## src/rtl/gcd_ctrl.sv

```systemverilog
`timescale 1ns/1ps
// -----------------------------------------------------------------------------
// gcd_ctrl
//   Control FSM for a subtract-based GCD datapath. It loads both operands, then
//   issues one subtraction per cycle, steered by the datapath compare flags,
//   until a == b. It then presents the result. A go/busy/done/err handshake
//   wraps each job. Zero operands and runaway jobs (more than MAX_ITER
//   subtractions) end in the error state.
//
// Parameters
//   MAX_ITER  subtractions allowed before abort (>= 1)
//   CNT_W     width of iter_cnt; must be able to hold MAX_ITER
//
// Ports
//   clk       clock; all state updates on the rising edge
//   rst       synchronous, active-high reset
//   go        level request; sampled in IDLE; held until done/err is seen
//   a_eq_b    datapath flag: a_reg == b_reg
//   a_lt_b    datapath flag: a_reg <  b_reg
//   a_zero    datapath flag: a_reg == 0
//   b_zero    datapath flag: b_reg == 0
//   ldA, ldB  load both operand registers (always driven together)
//   sel       subtract select: 0 = b -= a, 1 = a -= b
//   out       result select: 1 = drive GCD from a_reg
//   strt      datapath enable; 0 = registers hold
//   busy      high in LOAD and CALC
//   done      high in DONE; GCD is valid while high
//   err       high in ERR (zero operand or timeout)
//   iter_cnt  subtractions issued in the current or last job
// -----------------------------------------------------------------------------
module gcd_ctrl #(
    parameter int unsigned MAX_ITER = 16,
    parameter int unsigned CNT_W    = 5
) (
    input  logic             clk,
    input  logic             rst,
    input  logic             go,
    input  logic             a_eq_b,
    input  logic             a_lt_b,
    input  logic             a_zero,
    input  logic             b_zero,
    output logic             ldA,
    output logic             ldB,
    output logic             sel,
    output logic             out,
    output logic             strt,
    output logic             busy,
    output logic             done,
    output logic             err,
    output logic [CNT_W-1:0] iter_cnt
);

    typedef enum logic [2:0] {
        S_IDLE = 3'd0,
        S_LOAD = 3'd1,
        S_CALC = 3'd2,
        S_DONE = 3'd3,
        S_ERR  = 3'd4
    } state_e;

    localparam logic [CNT_W-1:0] MAX_CNT = CNT_W'(MAX_ITER);

    state_e           state_q, state_d;
    logic [CNT_W-1:0] cnt_q, cnt_d;

    // Raw FSM outputs, before the reset gate below.
    logic ld_raw, sel_raw, out_raw, strt_raw, busy_raw, done_raw, err_raw;

    // NOTE: reset is sampled on the clock edge here, so it sits inside the
    // clocked branch instead of the sensitivity list.
    always_ff @(posedge clk) begin
        if (rst) begin
            state_q <= S_IDLE;
            cnt_q   <= '0;
        end else begin
            state_q <= state_d;
            cnt_q   <= cnt_d;
        end
    end

    always_comb begin
        // NOTE: every signal written here gets a default first; a path that
        // forgets to assign one would otherwise infer a latch.
        state_d  = state_q;
        cnt_d    = cnt_q;
        ld_raw   = 1'b0;
        sel_raw  = 1'b0;
        out_raw  = 1'b0;
        strt_raw = 1'b0;
        busy_raw = 1'b0;
        done_raw = 1'b0;
        err_raw  = 1'b0;

        unique case (state_q)
            S_IDLE: begin
                if (go) begin
                    state_d = S_LOAD;
                    cnt_d   = '0;
                end
            end

            S_LOAD: begin
                ld_raw   = 1'b1;
                busy_raw = 1'b1;
                state_d  = S_CALC;
            end

            // Mealy: this cycle's flags decide this cycle's command. The
            // iteration limit is tested before a subtraction can be issued,
            // so the counter stops at MAX_ITER and never wraps.
            S_CALC: begin
                busy_raw = 1'b1;
                if (a_zero || b_zero) begin
                    state_d = S_ERR;
                end else if (a_eq_b) begin
                    strt_raw = 1'b1;
                    out_raw  = 1'b1;
                    state_d  = S_DONE;
                end else if (cnt_q == MAX_CNT) begin
                    state_d = S_ERR;
                end else if (a_lt_b) begin
                    strt_raw = 1'b1;
                    cnt_d    = cnt_q + 1'b1;
                end else begin
                    strt_raw = 1'b1;
                    sel_raw  = 1'b1;
                    cnt_d    = cnt_q + 1'b1;
                end
            end

            S_DONE: begin
                done_raw = 1'b1;
                strt_raw = 1'b1;
                out_raw  = 1'b1;
                if (!go) state_d = S_IDLE;
            end

            S_ERR: begin
                err_raw = 1'b1;
                if (!go) state_d = S_IDLE;
            end

            default: state_d = S_IDLE;
        endcase
    end

    // The state register only clears at the edge that ends the reset cycle.
    // Gating the outputs with rst keeps the datapath from loading or
    // subtracting during that cycle.
    always_comb begin
        ldA  = ld_raw   & ~rst;
        ldB  = ld_raw   & ~rst;
        sel  = sel_raw  & ~rst;
        out  = out_raw  & ~rst;
        strt = strt_raw & ~rst;
        busy = busy_raw & ~rst;
        done = done_raw & ~rst;
        err  = err_raw  & ~rst;
    end

    assign iter_cnt = cnt_q;

endmodule

```

## config.mk

```make
export PLATFORM = sky130hd
export DESIGN_NAME = gcd_ctrl
export DESIGN_NICKNAME = d
export VERILOG_FILES = /design/src/rtl/gcd_ctrl.sv
export SDC_FILE = /design/constraint.sdc
export NUM_CORES = 1
export LEC_CHECK = 0
export ABC_AREA = 1
export CORE_AREA = 10 10 48 50
export CTS_BUF_LIST = sky130_fd_sc_hd__clkbuf_2
export DETAILED_ROUTE_END_ITERATION = 10
export DIE_AREA = 0 0 58 60
export PLACE_DENSITY = 0.79
export SETUP_SLACK_MARGIN = 0.2
export SYNTH_ARGS = -nofsm -noshare
export SYNTH_HDL_FRONTEND = slang
export SYNTH_SLANG_ARGS = --single-unit
```

## constraint.sdc

```tcl
create_clock -name clk -period 3 [get_ports clk]
set_input_delay 0.6 -clock clk [delete_from_list [all_inputs] [get_ports clk]]
set_output_delay 0.6 -clock clk [all_outputs]
set_load 0.02 [all_outputs]
```

==> parameters.txt, run 1 <==
Parameter                              Value

Synthesis
  Sequential area share after synthesis ... 0.2402
  Number of flops mapped to enable cells by yosys ... 0
  Share of async-settable or async-resettable flops after synthesis ... 0
  Number of cells produced by synthesis ... 111
  Dominant synthesized flop cell ... dfxtp_1
  Net count after synthesis ... 120
  Post-synthesis register bit count ... 8
  Cell area after synthesis ... 666.9 um^2
  Synthesized area per cell ... 6.008 um^2
  Number of warnings reported in the yosys synthesis log ... 0
  Unique cell type count in the Yosys netlist ... 19

Timing
  Final clock period utilization by the worst path ... 0.8826
  Clock period minus final worst setup slack ... 2.648 ns
  RSZ-0062 raised after global routing ... false
  Final count of negative-setup-slack endpoints ... 0
  Maximum achievable frequency ... 377.7 MHz
  Setup Skew ... 0.01369 ns
  Max_slew headroom ... 0.7814
  Least-Margin Pin Slew ... 0.3269 ns
  Final number of max-transition violations ... 0
  Setup tns final ... 0 ns
  Endpoints failing hold ... 0
  Final-layout worst hold slack ... 0.5497 ns

Power and ir drop
  Static leakage ... 0.4547 nW
  Maximum vdd ir drop ... 440.5 uV
  Power per standard cell area ... 822.9 nW/um^2

Final layout
  Nets@finish ... 143
  Layout Area Growth over Synthesis ... 33.02%
  Antenna diode count ... 0
  Leading cell type in the layout, fill and taps excluded ... nand2_1
  Count of placed standard cells in the final layout, fillers left out ... 148
  Proportion of layout cells with a drive suffix above 1 ... 0.1061
  Top library cells by usage in the layout, fill and taps aside ... nand2_1 (29), inv_1 (19), clkdlybuf4s50_1 (16)
  Filler cells ... 138

Placement
  Half-perimeter wire length after placement ... 1384 um
  PortBufs ... 19
  Final Wtd Congestion ... 0.8196
  Post-Place Cells ... 145

Route
  Remaining number of nets flagged by the antenna check after routing ... 0
  Number of design-rule violations left by the first detailed-router iteration ... 15
  Number of design rule violations left after detail routing ... 0
  Post-DR vias/cell ... 5.014
  Via count ... 742
  Detailed-router iteration count before antenna repair ... 4
  Total Routed Length ... 1734 um
  Detailed-route wire length per cell ... 11.72 um

Worst setup path
  Startpoint types ... input pin
  Endpoint class of the critical path ... output port
  Data arrival time of the critical path ... 2.05 ns
  Worst-path cell with the longest stage delay ... clkdlybuf4s50_1
  Maximum fanout count along the critical path ... 10
  Worst Path Required ... 2.40 ns
  Worst setup path class ... in -> out
  Most repeated library cell on the critical path ... clkdlybuf4s50_1
  CP cell instances ... clkdlybuf4s50_1 > nor2_1 > clkdlybuf4s50_1
  Max stage delay on crit path ... 0.64 ns

CTS
  Clock transition at the registers of the reported paths ... 0.10 ns
  Clock latency on the worst-skew pair ... 0.26 ns
  Clock tree from TritonCTS ... done
  Max H-tree Level ... 1
  CTS buffer count ... 3
  Hold_buf cts ... 0
  Max clock buf depth ... 2
  Total number of clock tree sinks ... 8
  Clock tree root buffer cell ... clkbuf_2

Floorplanning
  Full die area ... 3480 um^2
  Width of the chip ... 58 um
  Die outline height ... 60 um
  Top-Level Pins ... 20
  Placeable Area ... 1436 um^2
  Num rows ... 14
  Starting density of the core ... 0.4643

Status
  Result of the run ... complete, no violations

Global routing
  Largest net degree at the start of global routing ... 11
  Vias in the first global route ... 699
  GRT Resource Usage Total ... 0.1116
  Number of antenna violations at the first check in global routing ... 0
  Total congestion overflow ... 0
  Global-route wire length before repair ... 3036 um

Min path
  Hold Crit Class ... reg -> reg

Job
  Max cap viols ... 0
## synthesized netlist by cell type (2+ instances only)
| master | number | area [um^2] |
|---|---|---|
| a21oi_1 | 5 | 25.02 |
| buf_4 | 2 | 15.01 |
| dfxtp_1 | 8 | 160.2 |
| ha_1 | 2 | 25.02 |
| inv_1 | 19 | 71.32 |
| nand2_1 | 29 | 108.9 |
| nand2_2 | 2 | 12.51 |
| nand2_4 | 2 | 22.52 |
| nand3_1 | 7 | 35.03 |
| nand4_1 | 7 | 43.79 |
| nor2_1 | 15 | 56.30 |
| nor3_1 | 4 | 20.02 |
| o21ai_0 | 3 | 15.01 |
## where the power goes
group / switching (mW) / internal, mW
sequential: 0.0400 / 0.139
combinational: 0.294 / 0.186
clock: 0.0439 / 0.0273
## worst max-delay path: cells and delay by family
| kind | cells | cell delay (ns) |
|---|---|---|
| buf+inv | 2 | 1.21 |
| simple gates | 1 | 0.23 |
## final timing paths
| check | startpoint | end | slack (ns) | cells past startpoint |
|---|---|---|---|---|
| worst max-delay path | rst | ldA | 0.35 | 3 |
| worst min-delay path | state_q[1] | state_q[1] | 0.55 | 2 |
| worst max register to register | iter_cnt[0] | iter_cnt[1] | 1.56 | 10 |
| worst min register to register | state_q[1] | state_q[1] | 0.55 | 2 |
## stage by stage
stage | util | worst slack [ns] | power, mW | area, um^2
after CTS | 0.6159 | 0.2530 | 0.7340 | 884.6
final | 0.6176 | 0.3521 | 0.7300 | 887.1
after floorplan | - | 0.8150 | 0.5342 | 666.9
after detailed placement | 0.6071 | 0.1561 | 0.6626 | 872.1
after global placement | 0.6071 | 0.1715 | 0.6544 | 872.1
after global routing | 0.6176 | 0.2342 | 0.8178 | 887.1
## cell type report
| type | count | area [um^2] | share of cell area |
|---|---|---|---|
| clock buffer | 3 | 15.01 | 0.01693 |
| inverter | 20 | 75.07 | 0.08463 |
| multi-input combinational | 80 | 411.6 | 0.4640 |
| sequential | 8 | 160.2 | 0.1805 |
| tap | 16 | 20.02 | 0.02257 |
| timing repair buffer | 21 | 205.2 | 0.2313 |
## metal layers
layer | global-route usage | wire length, um | vias to the layer above
li1 | - | - | 394
met1 | 0.1185 | 767 | 329
met2 | 0.1840 | 830 | 15
met3 | 0.05297 | 118 | 4
met4 | 0.05034 | 17 | 0
met5 | 0 | 0 | -
## what timing repair did
| item | CTS | global route |
|---|---|---|
| setup endpoints to repair | 2 | 1 |
| resized for setup | 2 | 1 |
| buffers inserted | 0 | 0 |
## sequential cells by signal (all words and copies together), names as in the netlist
| register | flops |
|---|---|
| state_q | 3 |
| iter_cnt | 5 |
## logic make-up (layout without fill, tap and decap cells)
group           Yosys count  after routing  synth area share
fa+ha+maj                 2              2           0.03752
compound gates            9              9           0.07316
flops                     8              8            0.2401
simple gates             69             69            0.5065
buf+inv                  23             44            0.1426
Power figures use the tool's default switching activity.
==> run 2: changes to the inputs <==
==> config.mk (replaced) <==
export PLATFORM = sky130hd
export DESIGN_NAME = gcd_ctrl
export DESIGN_NICKNAME = d
export VERILOG_FILES = /design/src/rtl/gcd_ctrl.sv
export SDC_FILE = /design/constraint.sdc
export NUM_CORES = 1
export LEC_CHECK = 0
export ABC_AREA = 1
export CORE_AREA = 10 10 49 51
export CTS_CLUSTER_DIAMETER = 40
export DETAILED_ROUTE_END_ITERATION = 10
export DIE_AREA = 0 0 59 61
export PLACE_DENSITY = 0.75
export SETUP_SLACK_MARGIN = 0.2
export SLEW_MARGIN = 20
export SYNTH_ARGS = -nofsm -noshare
export SYNTH_HDL_FRONTEND = slang
export SYNTH_SLANG_ARGS = --single-unit
==> run 2 against run 1 <==
Clock power is 30% higher. Design area is 0.85% higher. First-iteration DRC count is 40% higher. Global-route usage is 0.65 points lower. Worst setup slack better by 0.059 ns. Sequential share of layout area is 0.15 points lower. Register-to-register slack worse by 0.03 ns. Critical path type unchanged. Critical endpoint unchanged. Largest cell class unchanged. Largest power group unchanged. Highest routed layer unchanged.
==> parameters.txt, run 2 (synthesis results as in run 1) <==
Parameter                              Value

Worst setup path
  Most repeated library cell on the critical path ... clkdlybuf4s50_1
  Buffers plus inverters on the worst setup path ... 2
  Launch point of the worst reg-to-reg path ... iter_cnt[0]
  Capturing point of the worst reg2reg path ... iter_cnt[1]
  Maximum fanout count along the critical path ... 10
  Dominant delay contributor by cell family on the critical path ... buffers and inverters
  CP cell instances ... clkdlybuf4s50_1 > nor2_1 > clkdlybuf4s50_1
  Worst Path Required ... 2.40 ns
  Data arrival time of the critical path ... 1.99 ns
  Path depth of the worst reg2reg path ... 10
  Worst-path cell with the longest stage delay ... clkdlybuf4s50_1
  Endpoint class of the critical path ... output port
  Worst setup path class ... in -> out
  Startpoint types ... input pin
  Max stage delay on crit path ... 0.63 ns
  Register-to-Register Setup Slack ... 1.53 ns

Job
  Max cap viols ... 0

Route
  Post-DR vias/cell ... 5.041
  Via count ... 746
  Met2 Routed Length ... 817 um
  Remaining number of nets flagged by the antenna check after routing ... 0
  Total Routed Length ... 1736 um
  Top metal layer carrying routed signals ... met4
  Number of design-rule violations left by the first detailed-router iteration ... 21
  Number of design rule violations left after detail routing ... 0
  Detailed-route wire length per cell ... 11.73 um
  Wire length on met3 ... 94 um
  Metal-1 WL ... 808 um
  Detailed-router iteration count before antenna repair ... 4

Global routing
  Total congestion overflow ... 0
  Global-route wire length before repair ... 2994 um
  Vias in the first global route ... 680
  Number of antenna violations at the first check in global routing ... 0
  Largest net degree at the start of global routing ... 11
  GRT Resource Usage Total ... 0.1051

Timing
  Clock period minus final worst setup slack ... 2.589 ns
  Endpoints failing hold ... 0
  Least-Margin Pin Slew ... 0.3131 ns
  Setup tns final ... 0 ns
  Final count of negative-setup-slack endpoints ... 0
  Maximum achievable frequency ... 386.2 MHz
  Final number of max-transition violations ... 0
  Max_slew headroom ... 0.7906
  Final clock period utilization by the worst path ... 0.8631
  RSZ-0062 raised after global routing ... false
  Setup Skew ... 0.007618 ns

Power and ir drop
  Cell internal pwr ... 372.0 uW
  Register share of total power ... 0.237
  Static leakage ... 0.4561 nW
  Share of total power in combinational logic ... 0.641
  Maximum vdd ir drop ... 407.3 uV
  Sw Share ... 0.5083
  Net switching component of the power ... 384.5 uW
  Power per standard cell area ... 845.6 nW/um^2
  Share of total power in the clock network ... 0.122

Min path
  Number of cells on the worst hold path ... 2
  Hold path endpoint ... state_q[1]
  HP Start ... state_q[1]
  Hold Crit Class ... reg -> reg

CTS
  Number of buffers added for setup after CTS ... 0
  Clock latency on the worst-skew pair ... 0.27 ns
  Max clock buf depth ... 2
  Clock transition at the registers of the reported paths ... 0.07 ns
  CTS buffer count ... 3
  Clock tree root buffer cell ... clkbuf_4
  Max H-tree Level ... 1
  Total number of clock tree sinks ... 8
  Clock tree from TritonCTS ... done

Final layout
  Layout Area Growth over Synthesis ... 34.15%
  Combined area of the multi-input logic cells ... 411.6 um^2
  Nets@finish ... 143
  Flip-flop count of the largest register after layout ... 5
  Leading cell type in the layout, fill and taps excluded ... nand2_1
  Antenna diode count ... 0
  Top library cells by usage in the layout, fill and taps aside ... nand2_1 (29), inv_1 (19), clkdlybuf4s50_1 (16)
  Final Cell Area ... 894.6 um^2
  Area taken by flip-flops and latches ... 160.2 um^2
  Filler cells ... 150
  Proportion of layout cells with a drive suffix above 1 ... 0.1061

Floorplanning
  Die outline height ... 61 um
  Top-Level Pins ... 20
  Full die area ... 3599 um^2
  Placeable Area ... 1471 um^2
  Width of the chip ... 59 um
  Starting density of the core ... 0.4532
  Num rows ... 14

Placement
  Dpl cell area ... 872.1 um^2
  Final Wtd Congestion ... 0.8349
  Half-perimeter wire length after placement ... 1366 um
  PortBufs ... 19

Status
  Result of the run ... complete, no violations
==> run 2: worst register-to-register path, stage by stage, from the launching register on <==
cell	delay [ns]
dfxtp_1	0.40
inv_1	0.09
ha_1	0.21
nand2_1	0.06
inv_1	0.03
nand2_1	0.10
nand2_2	0.08
nand2_4	0.10
nand3_4	0.10
a21oi_1	0.14
nor2_1	0.06
==> run 2: per-layer routing <==
layer  global-route usage  vias up
li1                     -      396
met1               0.1200      332
met2               0.1667       14
met3              0.03967        4
met4              0.05574        0
met5                    0        -
==> run 2: what timing repair did <==
item / 4_1_cts / 5_1_grt
hold buffers: 0 / 0
cloned: 0 / 0
endpoints found under the setup margin: 2 / 1
gates resized for setup: 2 / 1
==> run 2: power by group through the flow <==
stage	combinational, mW	sequential, mW	clock, mW
final	0.485	0.179	0.0923
after global placement	0.479	0.179	0
after global routing	0.547	0.185	0.102
after CTS	0.487	0.178	0.0905
after detailed placement	0.484	0.181	0
after floorplan	0.343	0.191	0
==> run 2: worst max-delay path by stage <==
stage	startpoint	cells after the start	end
finish	rst	3	ldA
global route	b_zero	7	sel
CTS	a_zero	7	strt
detailed placement	a_eq_b	6	out
global placement	a_eq_b	6	out
floorplan	iter_cnt[0]	7	sel
==> run 2: metrics by stage <==
stage                     worst slack [ns]  cells  hold WS [ns]  utilization  total power, mW
after detailed placement            0.1718    145        0.5335       0.5927           0.6650
final                               0.4108    148        0.5485       0.6080           0.7564
after CTS                           0.2729    148        0.5408       0.6063           0.7561
after global placement              0.1503    145        0.5211       0.5927           0.6576
after floorplan                     0.8150    111        0.5007            -           0.5342
after global routing                0.2201    148        0.5768       0.6080           0.8347
==> run 2: cell type report <==
type	count	share of cell area
clock buffer	3	0.02517
inverter	20	0.08392
multi-input combinational	80	0.4601
sequential	8	0.1790
tap	16	0.02238
timing repair buffer	21	0.2294
